$ cat src/rtl/mpc_mul_share_arb_if.sv
// Requester and multiplier bus of the shared MPC multiplier scheduler.
// The scheduler connects through the slave modport; requesters and the multiplier connect through master.
interface mpc_mul_share_arb_if #(
    parameter int NREQ = 4,
    parameter int AW   = 21,
    parameter int BW   = 6,
    parameter int PW   = 28
) ();
    logic [NREQ-1:0]    req_valid;
    logic [NREQ*AW-1:0] req_a;
    logic [NREQ*BW-1:0] req_b;
    logic [NREQ-1:0]    req_ready;
    logic [NREQ-1:0]    rsp_valid;
    logic [PW-1:0]      rsp_p;
    logic               mul_ce;
    logic [AW-1:0]      mul_a;
    logic [BW-1:0]      mul_b;
    logic [PW-1:0]      mul_p;

    modport master (
        output req_valid, req_a, req_b, mul_p,
        input  req_ready, rsp_valid, rsp_p, mul_ce, mul_a, mul_b
    );

    modport slave (
        input  req_valid, req_a, req_b, mul_p,
        output req_ready, rsp_valid, rsp_p, mul_ce, mul_a, mul_b
    );
endinterface

$ cat src/rtl/mpc_mul_share_arb.sv
// Round-robin sharing of one pipelined signed x unsigned multiplier among NREQ requesters.
// A tag pipeline moves in lock-step with the multiplier ce so each product returns to its issuer.
module mpc_mul_share_arb #(
    parameter int NREQ = 4,
    parameter int AW   = 21,
    parameter int BW   = 6,
    parameter int PW   = 28,
    parameter int LAT  = 3
) (
    input  logic                clk,
    input  logic                rst,
    input  logic                hold,
    output logic                busy,
    mpc_mul_share_arb_if.slave  bus
);
    localparam int IW = (NREQ > 1) ? $clog2(NREQ) : 1;

    logic [IW-1:0] last_grant;
    logic [IW-1:0] grant_idx;
    logic [IW-1:0] cand;
    logic          grant_any;
    logic          ce;
    logic [LAT-1:0] tag_v;
    logic [IW-1:0]  tag_idx [LAT];

    // Reset forces ce high so the multiplier is never left frozen by a stale hold.
    assign ce         = ~hold | ~rst;
    assign bus.mul_ce = ce;

    always_comb begin
        grant_any = 1'b0;
        grant_idx = '0;
        cand      = '0;
        for (int k = 1; k <= NREQ; k++) begin
            cand = IW'((int'(last_grant) + k) % NREQ);
            if (!grant_any && bus.req_valid[cand]) begin
                grant_any = 1'b1;
                grant_idx = cand;
            end
        end
        if (hold || !rst) begin
            grant_any = 1'b0;
        end
    end

    // Idle cycles feed zero operands; their tags are invalid so the product is never reported.
    always_comb begin
        bus.mul_a     = '0;
        bus.mul_b     = '0;
        bus.req_ready = '0;
        if (grant_any) begin
            bus.mul_a              = bus.req_a[int'(grant_idx)*AW +: AW];
            bus.mul_b              = bus.req_b[int'(grant_idx)*BW +: BW];
            bus.req_ready[grant_idx] = 1'b1;
        end
    end

    always_ff @(posedge clk or negedge rst) begin
        if (!rst) begin
            last_grant <= '0;
            tag_v      <= '0;
            for (int i = 0; i < LAT; i++) begin
                tag_idx[i] <= '0;
            end
        end else begin
            if (grant_any) begin
                last_grant <= grant_idx;
            end
            if (ce) begin
                tag_v[0]   <= grant_any;
                tag_idx[0] <= grant_idx;
                for (int i = 1; i < LAT; i++) begin
                    tag_v[i]   <= tag_v[i-1];
                    tag_idx[i] <= tag_idx[i-1];
                end
            end
        end
    end

    // A result leaving the last stage during hold is frozen and strobed once hold drops.
    always_comb begin
        bus.rsp_valid = '0;
        if (tag_v[LAT-1] && !hold) begin
            bus.rsp_valid[tag_idx[LAT-1]] = 1'b1;
        end
    end

    assign bus.rsp_p = bus.mul_p;
    assign busy      = |tag_v;
endmodule

$ cat src/flat_wrapper.sv
// flat-port wrapper written by rule: the top's interface ports become plain ports
module mpc_mul_share_arb_flat 
#(
    parameter int NREQ = 4,
    parameter int AW   = 21,
    parameter int BW   = 6,
    parameter int PW   = 28,
    parameter int LAT  = 3
)
  (clk, rst, hold, busy, bus_req_valid, bus_req_a, bus_req_b, bus_mul_p, bus_req_ready, bus_rsp_valid, bus_rsp_p, bus_mul_ce, bus_mul_a, bus_mul_b);
  mpc_mul_share_arb_if #(.NREQ(NREQ), .AW(AW), .BW(BW), .PW(PW)) bus_i ();
  input  logic clk;
  input  logic rst;
  input  logic hold;
  output logic busy;
  input wire logic [$bits(bus_i.req_valid)-1:0] bus_req_valid;
  input wire logic [$bits(bus_i.req_a)-1:0] bus_req_a;
  input wire logic [$bits(bus_i.req_b)-1:0] bus_req_b;
  input wire logic [$bits(bus_i.mul_p)-1:0] bus_mul_p;
  output wire logic [$bits(bus_i.req_ready)-1:0] bus_req_ready;
  output wire logic [$bits(bus_i.rsp_valid)-1:0] bus_rsp_valid;
  output wire logic [$bits(bus_i.rsp_p)-1:0] bus_rsp_p;
  output wire logic [$bits(bus_i.mul_ce)-1:0] bus_mul_ce;
  output wire logic [$bits(bus_i.mul_a)-1:0] bus_mul_a;
  output wire logic [$bits(bus_i.mul_b)-1:0] bus_mul_b;
  assign bus_i.req_valid = bus_req_valid;
  assign bus_i.req_a = bus_req_a;
  assign bus_i.req_b = bus_req_b;
  assign bus_i.mul_p = bus_mul_p;
  assign bus_req_ready = bus_i.req_ready;
  assign bus_rsp_valid = bus_i.rsp_valid;
  assign bus_rsp_p = bus_i.rsp_p;
  assign bus_mul_ce = bus_i.mul_ce;
  assign bus_mul_a = bus_i.mul_a;
  assign bus_mul_b = bus_i.mul_b;
  mpc_mul_share_arb #(.NREQ(NREQ), .AW(AW), .BW(BW), .PW(PW), .LAT(LAT)) u_core (.clk(clk), .rst(rst), .hold(hold), .busy(busy), .bus(bus_i));
endmodule
$ cat config.mk
export PLATFORM = sky130hd
export DESIGN_NAME = mpc_mul_share_arb_flat
export DESIGN_NICKNAME = d
export VERILOG_FILES = /design/src/rtl/mpc_mul_share_arb_if.sv /design/src/rtl/mpc_mul_share_arb.sv /design/src/flat_wrapper.sv
export SDC_FILE = /design/constraint.sdc
export NUM_CORES = 1
export LEC_CHECK = 0
export CAP_MARGIN = 10
export CORE_AREA = 2 2 81 83
export DETAILED_ROUTE_END_ITERATION = 6
export DIE_AREA = 0 0 83 85
export PLACE_DENSITY = 0.82
export SYNTH_ARGS = -nofsm -noshare
export SYNTH_HDL_FRONTEND = slang
export SYNTH_SLANG_ARGS = --single-unit
$ cat constraint.sdc
create_clock -name clk -period 3.42 [get_ports clk]
set_clock_uncertainty 0.2 [all_clocks]
set_input_delay 0.855 -clock clk [delete_from_list [all_inputs] [get_ports clk]]
set_output_delay 0.855 -clock clk [all_outputs]
set_load 0.005 [all_outputs]
Word level (Yosys, flattened, before mapping)
Cells that the tools add are included.
- input bits: 143
- memories: 0
- ROM bits: 0
- register bits after elaboration: 11
- word-level logic and storage cells: 62
- bits in writable memories: 0
- output and inout bits: 65
- bits in latches: 0
- add/sub/neg operators: 4
- $lt $le $gt $ge: 8
- bitwise logic cells: 3
- reduce and logical (&&, ||, !) cells: 13
- shift-type cells: 2
- muxes and demuxes: 25
- div/mod/pow operators: 0
- equal/unequal tests: 0
- multipliers: 2
- operators with widths (operator ; number):
    84-bit by 32-bit indexed part select with 21-bit output ; 1
    24-bit by 32-bit indexed part select with 6-bit output ; 1
    21-bit 2-to-1 mux ; 1
    2-bit by 3-bit < comparator with 1-bit output (second input constant) ; 6
    1-bit 2-to-1 mux ; 11
    1-bit binary-select mux with 2-bit select ; 4
    2-bit 2-to-1 mux ; 4
    4-bit 2-to-1 mux ; 2
    2-bit by 5-bit multiplier with 7-bit output (second input constant) ; 1
    1-bit logical AND ; 6
    6-bit 2-to-1 mux ; 1
    1-bit zero test ; 5
    2-bit by 1-bit adder with 2-bit output (second input constant) ; 2
    2-bit adder (second input constant) ; 2
    1-bit demux with 2-bit select ; 2
    2-bit by 1-bit >= comparator with 1-bit output (second input constant) ; 2
    2-bit by 2-bit multiplier with 4-bit output (second input constant) ; 1
    3-bit OR reduction ; 1
    1-bit NOT ; 2
    1-bit logical OR ; 1
    1-bit OR ; 1

Longest topological paths before layout
Gate-level depths: netlist (run 1).
- word-level depth: 18
- mapped depth: 6
- gate-level depth less buffers: 5

Worst setup path after synthesis (run 1)
No wires, ideal clock.
- path kind: input -> output
- start: in bus_req_valid[1]
- end: out bus_mul_a[10]
- data required time: 2.365 ns
- cell stages on the path: 5
- buffers on the path: 1
- data arrival time: 1.894 ns
- slack: 0.471 ns
- path through: nor4_1 > nor3b_2 > nand2_1 > buf_1 > o22ai_1
- longest elaborated chain between the ends: 15
- elaborated cells on any way between the ends: 26
- classes of those cells: 1 x mul; 1 x shift; 18 x mux; 6 x reduce/logical
- RTL lines (what ; RTL line ; RTL):
    from (decl) ; flat_wrapper.sv:16 ; input wire logic [$bits(bus_i.req_valid)-1:0] bus_req_valid;
    1-bit binary-select mux with 2-bit select ; mpc_mul_share_arb.sv:36 ; if (!grant_any && bus.req_valid[cand]) begin
    1-bit 2-to-1 mux (implied by the code) ; mpc_mul_share_arb.sv:36 ;
    1-bit 2-to-1 mux ; mpc_mul_share_arb.sv:36 ;
    1-bit zero test ; mpc_mul_share_arb.sv:36 ;
    1-bit logical AND ; mpc_mul_share_arb.sv:36 ;
    1-bit 2-to-1 mux ; mpc_mul_share_arb.sv:36 ;
    1-bit zero test ; mpc_mul_share_arb.sv:36 ;
    1-bit logical AND ; mpc_mul_share_arb.sv:36 ;
    1-bit 2-to-1 mux ; mpc_mul_share_arb.sv:36 ;
    1-bit zero test ; mpc_mul_share_arb.sv:36 ;
    1-bit logical AND ; mpc_mul_share_arb.sv:36 ;
    2-bit 2-to-1 mux ; mpc_mul_share_arb.sv:36 ;
    2-bit by 5-bit multiplier with 7-bit output ; mpc_mul_share_arb.sv:52 ; bus.mul_a = bus.req_a[int'(grant_idx)*AW +: AW];
    84-bit by 32-bit indexed part select with 21-bit output ; mpc_mul_share_arb.sv:52 ;
    21-bit 2-to-1 mux (*) ; mpc_mul_share_arb.sv:51 ; if (grant_any) begin
    to (decl) ; flat_wrapper.sv:24 ; output wire logic [$bits(bus_i.mul_a)-1:0] bus_mul_a;
Mark *: on every way between the ends. The rest lies on a longest branch, timed or not. The select of a mux whose other input is x is not followed.

Worst setup path in the final report (run 1)
- start: in bus_req_valid[1]
- end: out bus_mul_a[8]
Same word-level chain as after synthesis.

==> impl_metrics.py, run 1 <==
metrics = {
    "synthesis": {
        "synth_top_cell_by_area": "mux2i_1",
        "muxShareOfSynthArea_pct": 41.34,
        "ys_seq_area_share_pct": 17.49,
        "ys_ff_latch": 11,
        "yosysWarnings": 0,
        "synth_top_area_share_pct": 35.61,
        "synthAdderAreaFrac_pct": 0,
        "avgSynthCellArea_um2": 9.314,
        "synth.distinct_cells": 30,
        "synth_xor_area_share_pct": 0,
        "synth_ff_type": "dfrtp_1",
        "syn_area_um2": 1574,
        "synth_enable_flop_cells": 0,
        "synth-compound-area-share_pct": 14.63,
        "synth_top_family_by_area": "multiplexers",
        "synthArstFlopShare_pct": 100.0,
        "netlist_instances": 169,
        "synth_nets": 312,
        "synthSimpleGateAreaFrac_pct": 7.870,
        "synth_top_cells_by_area": "mux2i_1, dfrtp_1, buf_4",
        "synth.top_cells.by_count": "mux2i_1, buf_4, o22ai_1, dfrtp_1, mux2_2",
        "synthMostInstantiatedCell": "mux2i_1",
    },
    "sta": {
        "rsz0062_at_grt": "true",
        "fin_crit_sh_pct": 99.83,
        "setup_viol": 0,
        "slew_headroom_pct": 80.76,
        "hold_slack_ns": 0.3038,
        "setup_slack_ns": 0.005702,
        "worst_pin_slew_ns": 0.2848,
        "period_needed_ns": 3.414,
        "hold_viol": 0,
        "fmax_mhz": 292.9,
        "maxSlewViolCount": 0,
    },
    "layout": {
        "fin_area_um2": 3613,
        "diodes": 0,
        "fill_cells": 550,
        "drive_gt1_share_pct": 36.95,
        "final_nets": 485,
        "areaGrowthSynthToFinish_pct": 129.6,
        "multi_input_area_um2": 1184,
        "postLayoutCoreUtil_pct": 58.24,
        "seqCellArea_um2": 275.3,
    },
    "placement": {
        "dp_hpwl_um": 5040,
        "place_ws_ns": -0.6874,
        "place_congestion": 0.7881,
        "post_dp_cell_area_um2": 3020,
        "io_buffers": 151,
    },
    "power_and_ir_drop": {
        "power.density_nw_per_um2": 361.9,
        "leakage_nw": 1.656,
        "ir_drop_mv": 0.2467,
    },
    "grt": {
        "grt_overflow_total": 0,
        "grt_pass1_vias": 2189,
        "antenna_found_initial": 0,
        "grt_pass1_wl_um": 11740,
        "grt_max_degree": 14,
        "grt_use_total_pct": 21.43,
    },
    "clock_network": {
        "cts_buffers": 3,
        "cts.sinks": 11,
        "hold_buffers": 0,
        "clockBufferDepth": 2,
        "tritoncts": "built",
        "clk_pin_slew_ns": 0.05,
        "clock_latency_ns": 0.24,
        "htree_levels": 1,
        "root_buffer": "clkbuf_8",
    },
    "routing": {
        "num_vias": 2036,
        "route.detailed.drc": 0,
        "wirelength_um": 7913,
        "wl_met2_um": 4269,
        "firstDrtPassIters": 4,
        "viasPerCell": 4.871,
        "first_iter_violations": 64,
        "avgRoutedWirePerCell_um": 18.93,
        "ant_nets": 0,
        "wl_met1_um": 3048,
        "maxUsedRoutingLayer": "met4",
        "met3_length_um": 458,
    },
    "worst_setup_path": {
        "regToRegEndpoint": "u_core.tag_idx[4]$_DFFE_PN0P_",
        "crit_fanout": 6,
        "crit_path_end_kind": "output pin",
        "crit_arrival_ns": 2.36,
        "worstPathRequired_ns": 2.36,
        "regToRegStartpoint": "u_core.last_grant[1]$_DFFE_PN0P_",
        "critPathKind": "primary input to output pin",
        "start_kind": "primary input",
        "rr_worst_depth": 8,
        "r2r_slack_ns": 1.39,
    },
    "hold_path": {
        "min_from": "u_core.tag_idx[4]$_DFFE_PN0P_",
        "hold_depth": 1,
        "hold_class": "register to register",
        "min_to": "u_core.tag_idx[4]$_DFFE_PN0P_",
    },
    "die": {
        "start_util_pct": 25.37,
        "die_x_um": 83,
        "pin_count": 208,
        "die_area_um2": 7055,
        "coreArea_um2": 6205,
        "fp-row-count": 29,
        "fp.dieH_um": 85,
    },
    "run": {
        "drv_cap": 0,
    },
    "status": {
        "status": "complete, no violations",
    },
}
-- flip-flops by register name, summed over array words and instances, names as in the netlist --
name	count
u_core.tag_idx	6
u_core.tag_v	3
u_core.last_grant	2
-- where the power goes --
group | total [W] | switching [W] | internal (W) | leakage (nW)
logic | 0.000980 | 0.000355 | 0.000625 | 1.50
registers | 0.000196 | 0.0000311 | 0.000165 | 0.132
clock network | 0.000132 | 0.0000499 | 0.0000820 | 0.0228
-- cell type report --
| type | instances | area share (%) |
|---|---|---|
| Clock buffer | 4 | 1.247 |
| Multi-Input combinational cell | 117 | 32.76 |
| Tap cell | 77 | 2.666 |
| Inverter | 2 | 0.2078 |
| Timing Repair Buffer | 207 | 55.51 |
| Sequential cell | 11 | 7.618 |
-- how the worst max path moves through the flow --
| stage | startpoint | cells after the start | slack (ns) | endpoint |
|---|---|---|---|---|
| 6_report | bus_req_valid[1] | 12 | 0.006 | bus_mul_a[8] |
| 5_1_grt | bus_req_valid[3] | 12 | -0.11 | bus_mul_a[8] |
| 4_1_cts | bus_req_valid[3] | 13 | -0.09 | bus_mul_a[8] |
| 3_5_place_dp | bus_req_valid[1] | 7 | -0.69 | bus_mul_b[4] |
| 3_3_place_gp | bus_req_valid[1] | 7 | -0.67 | bus_mul_b[4] |
| 2_1_floorplan | bus_req_valid[1] | 5 | 0.47 | bus_mul_a[10] |
-- cells by family (layout without fill, tap and decap cells) --
family / Yosys count / in the layout
and+or+nand+nor: 17 / 18
DFF: 11 / 11
muxes: 64 / 64
buffers and inverters: 42 / 213
AOI/OAI and AO/OA: 35 / 35
-- cell usage in the layout, fill, tap and decap left out, types with 3 or more instances in the layout --
cell,Yosys,final
o22ai_1,27,18
mux2i_2,0,4
buf_16,0,3
buf_2,7,27
mux2i_1,56,48
buf_6,3,16
buf_8,0,5
o22ai_2,0,9
buf_4,28,30
clkdlybuf4s50_1,0,114
clkbuf_8,0,3
mux2_2,8,8
dlygate4sd2_1,0,4
dfrtp_1,11,11
mux2i_4,0,4
buf_12,0,5
-- what timing repair did --
| action | in CTS | in global routing |
|---|---|---|
| gates resized for setup | 179 | 20 |
| pin swaps | 14 | 12 |
| setup buffers | 34 | 5 |
| endpoints found under the setup margin | 31 | 26 |
| gates cloned | 6 | 0 |
-- routing by layer --
layer | vias to the layer above | global-route usage [%]
met3 | 18 | 3.988
met2 | 103 | 40.54
met1 | 956 | 24.69
met4 | 0 | 5.663
li1 | 959 | -
met5 | - | 0
-- worst max-delay path: stages --
cell	delay [ns]
buf_6	0.11
mux2i_1	0.12
o22a_1	0.20
o21ai_4	0.08
buf_12	0.13
buf_8	0.12
buf_12	0.13
buf_16	0.13
buf_6	0.11
mux2i_1	0.10
o22ai_1	0.14
buf_2	0.13
-- stage by stage --
step           std cells  power [W]  setup TNS (ns)
2_1_floorplan        169  0.0005528               0
3_3_place_gp         371  0.0008303          -18.19
3_5_place_dp         371  0.0008410          -19.14
4_1_cts              415   0.001284         -0.2415
5_1_grt              418   0.001380         -0.2085
6_report             418   0.001308               0
Note: power is estimated with default switching activity, not from simulation.
==> run 2, diff against run 1 <==
==> constraint.sdc (replaced) <==
create_clock -name clk -period 4.23 [get_ports clk]
set_clock_uncertainty 0.2 [all_clocks]
set_input_delay 1.0575 -clock clk [delete_from_list [all_inputs] [get_ports clk]]
set_output_delay 1.0575 -clock clk [all_outputs]
set_load 0.005 [all_outputs]
==> run 2 against run 1 <==
Effect of this change: die area unchanged; flip-flop and latch count did not move; first-iteration DRC count increased by 14%; core utilization is 2.6 points lower; largest power group unchanged.
==> impl_metrics.py, run 2 (synthesized netlist as in run 1, its figures left out) <==
metrics = {
    "worst_setup_path": {
        "crit_arrival_ns": 2.96,
        "cpPeakStageDelay_ns": 0.45,
        "worstPathRequired_ns": 2.97,
        "regToRegStartpoint": "u_core.last_grant[0]$_DFFE_PN0P_",
        "crit_path_end_kind": "output pin",
        "rr_worst_depth": 7,
        "crit_path_start": "bus_req_valid[0]",
        "start_kind": "primary input",
        "path_cells": "clkdlybuf4s50_1, a21oi_1, a211o_1, o21ai_4, or3b_4, buf_6, buf_4, o22ai_1, clkdlybuf4s15_1",
        "critPathKind": "primary input to output pin",
        "crit_fanout": 5,
        "cp_num_buf_inv": 4,
        "critPathTopFamily": "buffers and inverters",
        "r2r_slack_ns": 2.29,
        "regToRegEndpoint": "u_core.last_grant[1]$_DFFE_PN0P_",
        "critPathSlowestCell": "or3b_4",
    },
    "sta": {
        "hold_slack_ns": 0.3076,
        "period_needed_ns": 4.216,
        "setup_viol": 0,
        "fin_tns_setup_ns": 0,
        "fin_crit_sh_pct": 99.68,
        "maxSlewViolCount": 0,
        "fmax_mhz": 237.2,
        "hold_viol": 0,
        "rsz0062_at_grt": "true",
        "slew_headroom_pct": 75.40,
        "setup_slack_ns": 0.01373,
        "worst_pin_slew_ns": 0.3656,
    },
    "routing": {
        "num_vias": 1943,
        "wirelength_um": 7488,
        "first_iter_violations": 73,
        "firstDrtPassIters": 4,
        "viasPerCell": 4.858,
        "ant_nets": 0,
        "route.detailed.drc": 0,
        "avgRoutedWirePerCell_um": 18.72,
    },
    "power_and_ir_drop": {
        "report.power.total_w": 0.0009200,
        "ir_drop_mv": 0.1910,
        "power.density_nw_per_um2": 266.6,
        "leakage_nw": 1.708,
    },
    "clock_network": {
        "cts.sinks": 11,
        "cts_buffers": 3,
        "clk_pin_slew_ns": 0.05,
        "clockBufferDepth": 2,
        "tritoncts": "built",
        "root_buffer": "clkbuf_8",
        "clock_latency_ns": 0.24,
        "hold_buffers": 0,
        "htree_levels": 1,
    },
    "layout": {
        "areaGrowthSynthToFinish_pct": 119.2,
        "fill_cells": 553,
        "final_common_cell": "clkdlybuf4s50_1",
        "top_regs": "u_core.tag_idx: 6 flops, u_core.tag_v: 3 flops, u_core.last_grant: 2 flops",
        "diodes": 0,
        "mostFrequentLayoutCells": "clkdlybuf4s50_1, mux2i_1, buf_4, o22ai_1, dlygate4sd2_1",
        "largest_reg_flops": 6,
        "largest-register": "u_core.tag_idx",
        "postLayoutCoreUtil_pct": 55.62,
        "final_nets": 467,
        "drive_gt1_share_pct": 23.53,
    },
    "hold_path": {
        "hold_class": "register to register",
        "min_to": "u_core.tag_idx[2]$_DFFE_PN0P_",
        "min_from": "u_core.tag_idx[4]$_DFFE_PN0P_",
        "hold_depth": 1,
    },
    "run": {
        "drv_cap": 0,
    },
    "die": {
        "start_util_pct": 25.37,
        "coreArea_um2": 6205,
        "die_x_um": 83,
        "pin_count": 208,
        "fp.dieH_um": 85,
        "die_area_um2": 7055,
        "fp-row-count": 29,
    },
    "grt": {
        "grt_pass1_wl_um": 10540,
        "antenna_found_initial": 0,
        "grt_max_degree": 16,
        "grt_use_total_pct": 19.02,
        "grt_pass1_vias": 2000,
        "grt_overflow_total": 0,
    },
    "placement": {
        "place_congestion": 0.8061,
        "place_ws_ns": -0.2869,
        "dp_hpwl_um": 5105,
        "io_buffers": 151,
    },
    "status": {
        "status": "complete, no violations",
    },
}
run 2: area by class of cell:
| cell class | instances | area, um^2 | area share (%) |
|---|---|---|---|
| tap | 77 | 96.34 | 2.792 |
| inverter | 2 | 7.507 | 0.2175 |
| clock buffer | 4 | 45.04 | 1.305 |
| timing repair buffer | 188 | 1907 | 55.26 |
| sequential | 11 | 275.3 | 7.977 |
| multi-input combinational | 118 | 1120 | 32.45 |
run 2: worst max-delay path by stage:
stage               endpoint  cells after the start
6_report        bus_mul_a[3]                      9
5_1_grt         bus_mul_a[3]                      9
4_1_cts         bus_mul_a[1]                      7
3_5_place_dp   bus_mul_a[10]                      7
3_3_place_gp    bus_mul_b[4]                      7
2_1_floorplan  bus_mul_a[10]                      5
run 2: worst register-to-register path, cell delays in order (launching register included):
cell and delay, ns:
dfrtp_1 0.40, and3b_1 0.22, a211o_1 0.14, o21ai_4 0.09
or3b_4 0.45, buf_6 0.16, buf_4 0.13, o21ai_0 0.06
run 2: power by group:
| part | switching, W | leakage [nW] | total, W | internal [W] |
|---|---|---|---|---|
| sequential | 0.0000245 | 0.132 | 0.000158 | 0.000134 |
| clock | 0.0000378 | 0.0228 | 0.000104 | 0.0000660 |
| combinational | 0.000247 | 1.55 | 0.000658 | 0.000411 |
| total | 0.000310 | 1.71 | 0.000920 | 0.000610 |
run 2: through the flow:
stage	instance area [um^2]	instances
6_report	3451	400
5_1_grt	3451	400
4_1_cts	3297	388
3_5_place_dp	3020	371
3_3_place_gp	3020	371
2_1_floorplan	1574	169
run 2: routing by layer:
layer	GRT usage, %	up-vias	share of wire (%)
met5	0	-	0
met4	4.024	0	1.1
met3	4.572	14	6.0
met2	36.51	91	54
met1	21.27	917	38
li1	-	921	-
run 2: repair_timing:
item,in CTS,in global routing
gates cloned,5,0
pin swaps,4,4
gates resized for setup,51,36
setup endpoints to repair,31,12
buffers inserted,8,12
==> run 3, diff against run 2 <==
--- a/config.mk
+++ b/config.mk
@@ -10,6 +10,7 @@
 export DETAILED_ROUTE_END_ITERATION = 6
 export DIE_AREA = 0 0 83 85
 export PLACE_DENSITY = 0.82
+export SLEW_MARGIN = 5
 export SYNTH_ARGS = -nofsm -noshare
 export SYNTH_HDL_FRONTEND = slang
 export SYNTH_SLANG_ARGS = --single-unit
==> constraint.sdc (replaced) <==
create_clock -name clk -period 4.9 [get_ports clk]
set_clock_uncertainty 0.2 [all_clocks]
set_input_delay 1.225 -clock clk [delete_from_list [all_inputs] [get_ports clk]]
set_output_delay 1.225 -clock clk [all_outputs]
set_load 0.005 [all_outputs]
==> run 3 against run 2 <==
Effect of this change: global-route usage down 2.9 points; via count fell by 5.7%; critical path depth is 1 higher; register-to-register slack improved by 0.77 ns; final area is 8.8% lower; final cell count down 6.5%; core utilization is 4.9 points lower; total power decreased by 22%; critical endpoint is now bus_mul_a[18]; largest power group unchanged.
==> impl_metrics.py, run 3 (synthesized netlist as in run 1, its figures left out) <==
metrics = {
    "hold_path": {
        "hold_class": "register to register",
        "min_from": "u_core.tag_idx[4]$_DFFE_PN0P_",
        "hold_depth": 1,
    },
    "layout": {
        "instances_no_fill": 374,
        "largest_reg_flops": 6,
        "diodes": 0,
        "fin_area_um2": 3146,
        "final_common_cell": "clkdlybuf4s50_1",
        "largest-register": "u_core.tag_idx",
        "mostFrequentLayoutCells": "clkdlybuf4s50_1, mux2i_1, o22ai_1, dfrtp_1, mux2_2",
        "top_regs": "u_core.tag_idx: 6 flops, u_core.tag_v: 3 flops, u_core.last_grant: 2 flops",
        "drive_gt1_share_pct": 10.77,
        "areaGrowthSynthToFinish_pct": 99.84,
        "final_nets": 441,
    },
    "sta": {
        "setup_viol": 0,
        "hold_viol": 0,
        "setup_slack_ns": 0.08053,
        "worst_pin_slew_ns": 0.4011,
        "rsz0062_at_grt": "true",
        "period_needed_ns": 4.819,
        "fin_tns_setup_ns": 0,
        "maxSlewViolCount": 0,
        "fin_crit_sh_pct": 98.36,
        "slew_headroom_pct": 73.20,
        "fmax_mhz": 207.5,
    },
    "placement": {
        "post_dp_cell_area_um2": 3015,
        "dp_cells": 367,
        "place_congestion": 0.8155,
        "place_ws_ns": 0.007738,
        "io_buffers": 151,
        "dp_hpwl_um": 4969,
    },
    "worst_setup_path": {
        "critPathKind": "primary input to output pin",
        "rr_worst_depth": 6,
        "crit_arrival_ns": 3.39,
        "critPathSlowestCell": "clkdlybuf4s50_1",
        "cpPeakStageDelay_ns": 0.48,
        "crit_fanout": 14,
        "crit_path_start": "bus_req_valid[3]",
        "start_kind": "primary input",
        "path_cells": "clkdlybuf4s50_1, buf_4, nand2b_1, a21boi_2, o21ai_4, buf_12, buf_8, mux2i_1, o22ai_1, clkdlybuf4s50_1",
        "crit_top_cell": "clkdlybuf4s50_1",
        "crit_path_end_kind": "output pin",
        "regToRegStartpoint": "u_core.last_grant[1]$_DFFE_PN0P_",
        "worstPathRequired_ns": 3.47,
    },
    "power_and_ir_drop": {
        "ir_drop_mv": 0.1246,
        "leakage_nw": 1.380,
        "power.density_nw_per_um2": 228.4,
        "report.power.total_w": 0.0007186,
    },
    "clock_network": {
        "clockBufferDepth": 2,
        "tritoncts": "built",
        "htree_levels": 1,
        "cts_buffers": 3,
        "clk_pin_slew_ns": 0.04,
        "root_buffer": "clkbuf_8",
        "hold_buffers": 0,
        "clock_latency_ns": 0.24,
        "cts.sinks": 11,
    },
    "routing": {
        "first_iter_violations": 89,
        "num_vias": 1832,
        "wl_met1_um": 2547,
        "ant_nets": 0,
        "viasPerCell": 4.898,
        "maxUsedRoutingLayer": "met4",
        "firstDrtPassIters": 4,
        "met3_length_um": 393,
        "route.detailed.drc": 0,
        "wirelength_um": 6451,
        "wl_met2_um": 3370,
        "avgRoutedWirePerCell_um": 17.25,
    },
    "die": {
        "start_util_pct": 25.37,
        "fp-row-count": 29,
        "die_x_um": 83,
        "die_area_um2": 7055,
        "coreArea_um2": 6205,
        "fp.dieH_um": 85,
        "pin_count": 208,
    },
    "status": {
        "status": "complete, no violations",
    },
    "grt": {
        "grt_pass1_vias": 1848,
        "grt_overflow_total": 0,
        "grt_max_degree": 31,
        "grt_use_total_pct": 16.11,
        "antenna_found_initial": 0,
        "grt_pass1_wl_um": 9211,
    },
    "run": {
        "drv_cap": 0,
    },
}
[run 3: cell count changes in the layout (fill, tap and decap cells not counted), moves of 2 or more]
cell | previous run | this run
buf_12 | 6 | 4
buf_2 | 2 | 0
buf_4 | 22 | 6
buf_6 | 7 | 0
clkbuf_2 | 5 | 0
clkdlybuf4s50_1 | 118 | 147
dlygate4sd2_1 | 15 | 0
dlymetal6s2s_1 | 10 | 4
o22ai_1 | 18 | 27
o22ai_2 | 9 | 0
[run 3: routing by layer]
metal | up-vias | GRT usage [%]
li1 | 871 | -
met2 | 94 | 28.23
met4 | 0 | 6.408
met1 | 851 | 19.57
met5 | - | 0
met3 | 16 | 2.918
[run 3: power by group]
group	internal, W	switching, W	total (W)
sequential	0.000115	0.0000219	0.000137
combinational	0.000310	0.000183	0.000492
clock	0.0000570	0.0000322	0.0000892
[run 3: final cells by class]
cell class              count  area, um^2
inverters                   2       7.507
repair buffers            163        1687
clock buffers               4       45.04
well taps                  77       96.34
flip-flops and latches     11       275.3
fillers                   579        3059
multi-input cells         117        1035
[run 3: timing repair]
item                                    CTS  global route
hold endpoints to repair                  0             0
buffers inserted                          0             1
endpoints found under the setup margin    1            23
cloned                                    0             2
resized for setup                         1             9
pin swaps                                 0             3
[run 3: final timing paths]
check                                                   endpoint  slack [ns]
worst max-delay path                               bus_mul_a[18]        0.08
worst min-delay path               u_core.tag_idx[4]$_DFFE_PN0P_        0.30
worst max register to register  u_core.last_grant[0]$_DFFE_PN0P_        3.06
worst min register to register     u_core.tag_idx[4]$_DFFE_PN0P_        0.30
max in group asynchronous       u_core.last_grant[0]$_DFFE_PN0P_        3.11
min in group asynchronous            u_core.tag_v[2]$_DFFE_PN0P_        1.23
[run 3: critical path: cells and delay by family]
kind,cells,cell delay [ns]
multiplexers,1,0.25
AO/OA/AOI/OAI,3,0.46
buffers and inverters,5,1.37
AND/OR/NAND/NOR,1,0.08
[run 3: metrics by stage]
stage,hold WS [ns],utilization [%]
6_report,0.3046,50.70
5_1_grt,0.3196,50.70
4_1_cts,0.3040,49.39
3_5_place_dp,0.2937,48.60
3_3_place_gp,0.2878,48.60
2_1_floorplan,0.2750,-
